[config.mk]
export PLATFORM = sky130hd
export DESIGN_NAME = bmp_pixel_reader
export DESIGN_NICKNAME = d
export VERILOG_FILES = /design/src/rtl/bmp_pixel_reader.sv
export SDC_FILE = /design/constraint.sdc
export NUM_CORES = 2
export LEC_CHECK = 0
export BUFFER_PORTS_ARGS = -buffer_cell sky130_fd_sc_hd__buf_4
export CAP_MARGIN = 25
export CORE_UTILIZATION = 50
export CTS_CLUSTER_DIAMETER = 200
export DETAILED_ROUTE_END_ITERATION = 7
export PLACE_DENSITY = 0.75
export SLEW_MARGIN = 15
export SYNTH_ARGS = -nofsm -noshare
export SYNTH_HDL_FRONTEND = slang
export SYNTH_SLANG_ARGS = --single-unit
[constraint.sdc]
create_clock -name clk -period 12 [get_ports clk]
set_input_delay 2.4 -clock clk [delete_from_list [all_inputs] [get_ports clk]]
set_output_delay 2.4 -clock clk [all_outputs]
set_load 0.05 [all_outputs]
[src/rtl/bmp_pixel_reader.sv]
// Reads a bottom-up, BGR, row-padded 24-bit BMP pixel array and streams top-down RGB pixels.
// Optional row-padding check: define BMP_READER_PADDING_CHECK_EN.
module bmp_pixel_reader #(
  parameter int DATA_OFFSET = 54,
  parameter int DIM_W       = 11
) (
  input  logic             clk,
  input  logic             rst_n,
  input  logic             start,
  input  logic [DIM_W-1:0] width,
  input  logic [DIM_W-1:0] height,
  output logic [31:0]      readAddr,
  input  logic [15:0]      readdata,
  output logic             pix_valid,
  input  logic             pix_ready,
  output logic [7:0]       pix_r,
  output logic [7:0]       pix_g,
  output logic [7:0]       pix_b,
  output logic [DIM_W-1:0] pix_x,
  output logic [DIM_W-1:0] pix_y,
  output logic             pix_eol,
  output logic             pix_last,
  output logic             done,
  output logic             pad_err
);

  localparam int SW = DIM_W + 2;
  localparam logic [DIM_W-1:0] DIM_ONE = DIM_W'(1);

  localparam logic [2:0] S_IDLE    = 3'd0;
  localparam logic [2:0] S_RD      = 3'd1;
  localparam logic [2:0] S_CAP     = 3'd2;
  localparam logic [2:0] S_OUT     = 3'd3;
  localparam logic [2:0] S_DONE    = 3'd4;
`ifdef BMP_READER_PADDING_CHECK_EN
  localparam logic [2:0] S_PAD_RD  = 3'd5;
  localparam logic [2:0] S_PAD_CAP = 3'd6;
`endif

  // Byte address of the first byte of output row y (BMP stores rows bottom-up).
  function automatic logic [31:0] row_base(input logic [DIM_W-1:0] w,
                                           input logic [DIM_W-1:0] h,
                                           input logic [DIM_W-1:0] y);
    logic [SW-1:0] stride;
    stride = ({2'b00, w} * SW'(3) + SW'(3)) & ~SW'(3);
    return 32'(DATA_OFFSET) + (32'(h) - 32'd1 - 32'(y)) * 32'(stride);
  endfunction

  function automatic logic [31:0] pix_addr(input logic [DIM_W-1:0] w,
                                           input logic [DIM_W-1:0] h,
                                           input logic [DIM_W-1:0] x,
                                           input logic [DIM_W-1:0] y,
                                           input logic [1:0]       k);
    return row_base(w, h, y) + 32'(x) * 32'd3 + 32'(k);
  endfunction

  logic [2:0]       state_q, state_d;
  logic [DIM_W-1:0] w_q, w_d, h_q, h_d;
  logic [DIM_W-1:0] x_q, x_d, y_q, y_d;
  logic [1:0]       k_q, k_d;
  logic [7:0]       r_q, r_d, g_q, g_d, b_q, b_d;
  logic [31:0]      addr_q, addr_d;
  logic             eol_w, last_w;
  logic             unused_hi;

`ifdef BMP_READER_PADDING_CHECK_EN
  logic [31:0]      pad_base_q, pad_base_d;
  logic             pad_last_q, pad_last_d;
  logic             pad_err_q, pad_err_d;
  logic [1:0]       pad_n;
  // stride - 3*width reduces to width mod 4
  assign pad_n = w_q[1:0];
`endif

  assign eol_w  = (x_q == w_q - DIM_ONE);
  assign last_w = eol_w && (y_q == h_q - DIM_ONE);

  always_comb begin
    state_d = state_q;
    w_d     = w_q;
    h_d     = h_q;
    x_d     = x_q;
    y_d     = y_q;
    k_d     = k_q;
    r_d     = r_q;
    g_d     = g_q;
    b_d     = b_q;
    addr_d  = addr_q;
`ifdef BMP_READER_PADDING_CHECK_EN
    pad_base_d = pad_base_q;
    pad_last_d = pad_last_q;
    pad_err_d  = pad_err_q;
`endif
    case (state_q)
      S_IDLE, S_DONE: begin
        if (start) begin
          w_d = width;
          h_d = height;
          x_d = '0;
          y_d = '0;
          k_d = 2'd0;
`ifdef BMP_READER_PADDING_CHECK_EN
          pad_err_d = 1'b0;
`endif
          if (width == '0 || height == '0) begin
            state_d = S_DONE;
          end else begin
            state_d = S_RD;
            addr_d  = pix_addr(width, height, '0, '0, 2'd0);
          end
        end
      end
      S_RD: state_d = S_CAP;
      S_CAP: begin
        case (k_q)
          2'd0:    b_d = readdata[7:0];
          2'd1:    g_d = readdata[7:0];
          default: r_d = readdata[7:0];
        endcase
        if (k_q < 2'd2) begin
          k_d     = k_q + 2'd1;
          state_d = S_RD;
          addr_d  = pix_addr(w_q, h_q, x_q, y_q, k_q + 2'd1);
        end else begin
          k_d     = 2'd0;
          state_d = S_OUT;
        end
      end
      S_OUT: begin
        if (pix_ready) begin
          if (last_w) begin
            state_d = S_DONE;
          end else if (eol_w) begin
            x_d     = '0;
            y_d     = y_q + DIM_ONE;
            state_d = S_RD;
            addr_d  = pix_addr(w_q, h_q, '0, y_q + DIM_ONE, 2'd0);
          end else begin
            x_d     = x_q + DIM_ONE;
            state_d = S_RD;
            addr_d  = pix_addr(w_q, h_q, x_q + DIM_ONE, y_q, 2'd0);
          end
`ifdef BMP_READER_PADDING_CHECK_EN
          // Detour through the pad bytes of the row just finished; x/y already advanced.
          if (eol_w && pad_n != 2'd0) begin
            state_d    = S_PAD_RD;
            k_d        = 2'd0;
            pad_last_d = last_w;
            pad_base_d = row_base(w_q, h_q, y_q) + 32'(w_q) * 32'd3;
            addr_d     = row_base(w_q, h_q, y_q) + 32'(w_q) * 32'd3;
          end
`endif
        end
      end
`ifdef BMP_READER_PADDING_CHECK_EN
      S_PAD_RD: state_d = S_PAD_CAP;
      S_PAD_CAP: begin
        if (readdata[7:0] != 8'd0) pad_err_d = 1'b1;
        if (k_q == pad_n - 2'd1) begin
          k_d = 2'd0;
          if (pad_last_q) begin
            state_d = S_DONE;
          end else begin
            state_d = S_RD;
            addr_d  = pix_addr(w_q, h_q, x_q, y_q, 2'd0);
          end
        end else begin
          k_d     = k_q + 2'd1;
          state_d = S_PAD_RD;
          addr_d  = pad_base_q + 32'(k_q + 2'd1);
        end
      end
`endif
      default: state_d = S_IDLE;
    endcase
  end

  always_ff @(posedge clk or negedge rst_n) begin
    if (!rst_n) begin
      state_q <= S_IDLE;
      w_q     <= '0;
      h_q     <= '0;
      x_q     <= '0;
      y_q     <= '0;
      k_q     <= 2'd0;
      r_q     <= 8'd0;
      g_q     <= 8'd0;
      b_q     <= 8'd0;
      addr_q  <= 32'd0;
`ifdef BMP_READER_PADDING_CHECK_EN
      pad_base_q <= 32'd0;
      pad_last_q <= 1'b0;
      pad_err_q  <= 1'b0;
`endif
    end else begin
      state_q <= state_d;
      w_q     <= w_d;
      h_q     <= h_d;
      x_q     <= x_d;
      y_q     <= y_d;
      k_q     <= k_d;
      r_q     <= r_d;
      g_q     <= g_d;
      b_q     <= b_d;
      addr_q  <= addr_d;
`ifdef BMP_READER_PADDING_CHECK_EN
      pad_base_q <= pad_base_d;
      pad_last_q <= pad_last_d;
      pad_err_q  <= pad_err_d;
`endif
    end
  end

  assign readAddr  = addr_q;
  assign pix_valid = (state_q == S_OUT);
  assign pix_r     = r_q;
  assign pix_g     = g_q;
  assign pix_b     = b_q;
  assign pix_x     = x_q;
  assign pix_y     = y_q;
  assign pix_eol   = pix_valid && eol_w;
  assign pix_last  = pix_valid && last_w;
  assign done      = (state_q == S_DONE);
`ifdef BMP_READER_PADDING_CHECK_EN
  assign pad_err   = pad_err_q;
`else
  assign pad_err   = 1'b0;
`endif
  assign unused_hi = ^readdata[15:8];

endmodule

==> results.json <==
{
  "clock_skew_ps": 17.1,
  "worstMarginPinSlew_ps": 1120,
  "timing.final.crit_share": 0.936,
  "crit_start": "w_q[2]$_DFFE_PN0P_",
  "rows": 92,
  "postLayoutCoreUtil": 0.545,
  "synth_cells": 3868,
  "synth_area_per_cell_sq_um": 8.38,
  "ios": 125,
  "final_hold_viol_count": 0,
  "clkSinkCount": 105,
  "ys_ff_latch": 105,
  "fin_hold_ws_ps": 489,
  "nNetsFinal": 4715,
  "path_clk_slew_ps": 90,
  "cap_violations": 0,
  "die_w_um": 257,
  "synth-seq-area-share": 0.0810,
  "synth_area_sq_um": 32400,
  "slew_headroom": 0.253,
  "start_kind": "register",
  "setup-tns-final_ps": 0,
  "diodes": 0,
  "ctsHoldBuffers": 0,
  "insertion_delay_ps": 400,
  "cts_max_path_buffers": 2,
  "status": "complete, no violations",
  "wl_per_cell_um": 19.8,
  "r2r_start": "w_q[2]$_DFFE_PN0P_",
  "start_util": 0.510,
  "arrival_ps": 11560,
  "die_h_um": 257,
  "initialDrtViolationCount": 2443,
  "dieArea_sq_um": 65900,
  "via_per_inst": 5.82,
  "slew_violations": 0,
  "synthFlopType": "dfrtp_1",
  "grt_start_max_net_pins": 78,
  "synth.distinct_cells": 107,
  "cts_made_buffers": 9,
  "cp_num_buf_inv": 5,
  "grt_pass1_wl_um": 151000,
  "async_flop_share": 1.00,
  "layout_commonest_cell": "inv_1",
  "crit_family": "compound AO/OA/AOI/OAI gates",
  "grt_usage": 0.290,
  "port_buffers": 115,
  "slowest_delay_ps": 670,
  "cts_root_buffer": "clkbuf_16",
  "vias": 27700,
  "antenna_found_initial": 0,
  "overflow": 0,
  "worst_slack_ps": 763,
  "synth_area_leaders": "fa_1 (31%), ha_1 (10%), dfrtp_1 (8.1%)",
  "crit_top_cell": "fa_1",
  "crit_slowest_cell": "a221oi_1",
  "cp-end-kind": "register",
  "worst_ep_required_time_ps": 12330,
  "gp_congestion": 1.03,
  "drc": 0,
  "syn_to_final_growth_pct": 6.80,
  "hpwl_um": 78600,
  "rsz0062_at_grt": "no",
  "worstPathMaxFanout": 19,
  "tritoncts": "yes",
  "synth_area_leader_cell": "fa_1",
  "crit_type": "register to register",
  "ys.warnings.count": 0,
  "syn_nets": 4676,
  "period_minus_slack_ps": 11240,
  "yosys.area.top_type_share": 0.309,
  "finalSetupViolations": 0,
  "core-area_sq_um": 63500,
  "grt_pass1_vias": 27400,
  "place_ws_ps": 458,
  "layout-drive-gt1-share": 0.0803,
  "synth_edf_count": 0,
  "cts.htree.levels": 3,
  "final_cell_mix": "inv_1 (568), fa_1 (501), nand2_1 (479)",
  "totalWireLength_um": 94100,
  "hp-class": "register to register",
  "firstDrtPassIters": 8,
  "clock.fmax_mhz": 89.0,
  "hp-start": "readAddr[6]$_DFFE_PN0P_",
  "final_antenna_net_count": 0
}
==> worst min-delay path: cells and delay by family (launching register included) <==
family	cells	cell delay, ps
DFF	1	350
and+or+nand+nor	2	110
==> what timing repair did <==
action / 4_1_cts / 5_1_grt
gates resized for setup: 0 / 3
setup buffers: 0 / 0
endpoints found under the setup margin: 0 / 6
==> cell families after synthesis <==
kind of cell / synth area share
and+or+nand+nor: 0.183
DFF: 0.0810
adders and majority gates: 0.412
xor gates and xnor gates: 0.0799
buffers and inverters: 0.0861
AOI/OAI and AO/OA: 0.142
muxes: 0.0166
other: 0.000116
==> routing by layer <==
metal  vias up  global-route usage  share of wire
li1      12800                   -              -
met1     13600               0.391           0.42
met2      1127               0.458           0.45
met3       188              0.0606          0.090
met4         0               0.107          0.040
met5         -                   0              0
==> flip-flops by register name, summed over array words and instances (netlist names) <==
signal and flops:
k_q 2, pix_y 11, state_q 3, w_q 11
pix_x 11, pix_b 8, readAddr 32, pix_r 8
h_q 11, pix_g 8
==> layout make-up <==
| type | instances | area [sq um] |
|---|---|---|
| multi-input combinational | 3035 | 27100 |
| timing repair buffer | 188 | 1440 |
| clock inverter | 6 | 66.3 |
| inverter | 568 | 2130 |
| clock buffer | 10 | 239 |
| fill | 5857 | 28900 |
| tap | 846 | 1060 |
| sequential | 105 | 2630 |
==> through the flow <==
step | cell area (sq um) | cells
global route | 34600 | 4758
floorplan | 32400 | 3868
CTS | 34600 | 4755
finish | 34600 | 4758
global placement | 34200 | 4736
detailed placement | 34300 | 4739
==> Yosys cell counts (9+ instances only) <==
| master | instances |
|---|---|
| clkbuf_1 | 140 |
| a21oi_1 | 168 |
| o311ai_0 | 10 |
| and4_1 | 10 |
| nor2b_1 | 39 |
| mux2_2 | 39 |
| o22ai_1 | 20 |
| xor2_1 | 97 |
| nor2_1 | 274 |
| inv_1 | 568 |
| nor4_1 | 19 |
| a31oi_1 | 28 |
| nand2b_1 | 46 |
| o21ai_0 | 145 |
| xnor2_1 | 185 |
| a211oi_1 | 28 |
| mux2i_1 | 10 |
| nand4_1 | 28 |
| a221oi_1 | 18 |
| a21o_1 | 61 |
| or3_1 | 19 |
| a311oi_1 | 9 |
| and3_1 | 30 |
| fa_1 | 501 |
| ha_1 | 265 |
| o211ai_1 | 19 |
| nor4b_1 | 10 |
| nand2_1 | 479 |
| a211o_1 | 11 |
| or2_2 | 24 |
| nand3_1 | 69 |
| o21a_1 | 25 |
| nor3_1 | 79 |
| o21bai_1 | 20 |
| o31ai_1 | 21 |
| and2_1 | 72 |
| dfrtp_1 | 105 |
==> path summary, 6_finish.rpt <==
| path | end | slack, ps | cells past startpoint |
|---|---|---|---|
| setup reg to reg | readAddr[29]$_DFFE_PN0P_ | 760 | 31 |
| max in group asynchronous | h_q[0]$_DFFE_PN0P_ | 9010 | 3 |
| setup / recovery | readAddr[29]$_DFFE_PN0P_ | 760 | 31 |
| hold / removal | readAddr[6]$_DFFE_PN0P_ | 490 | 2 |
| min in group asynchronous | pix_r[6]$_DFFE_PN0P_ | 1930 | 1 |
| hold reg to reg | readAddr[6]$_DFFE_PN0P_ | 490 | 2 |
Power is not shown: default switching activity piles up to over one toggle a cycle in this logic, so the estimate is an artifact.
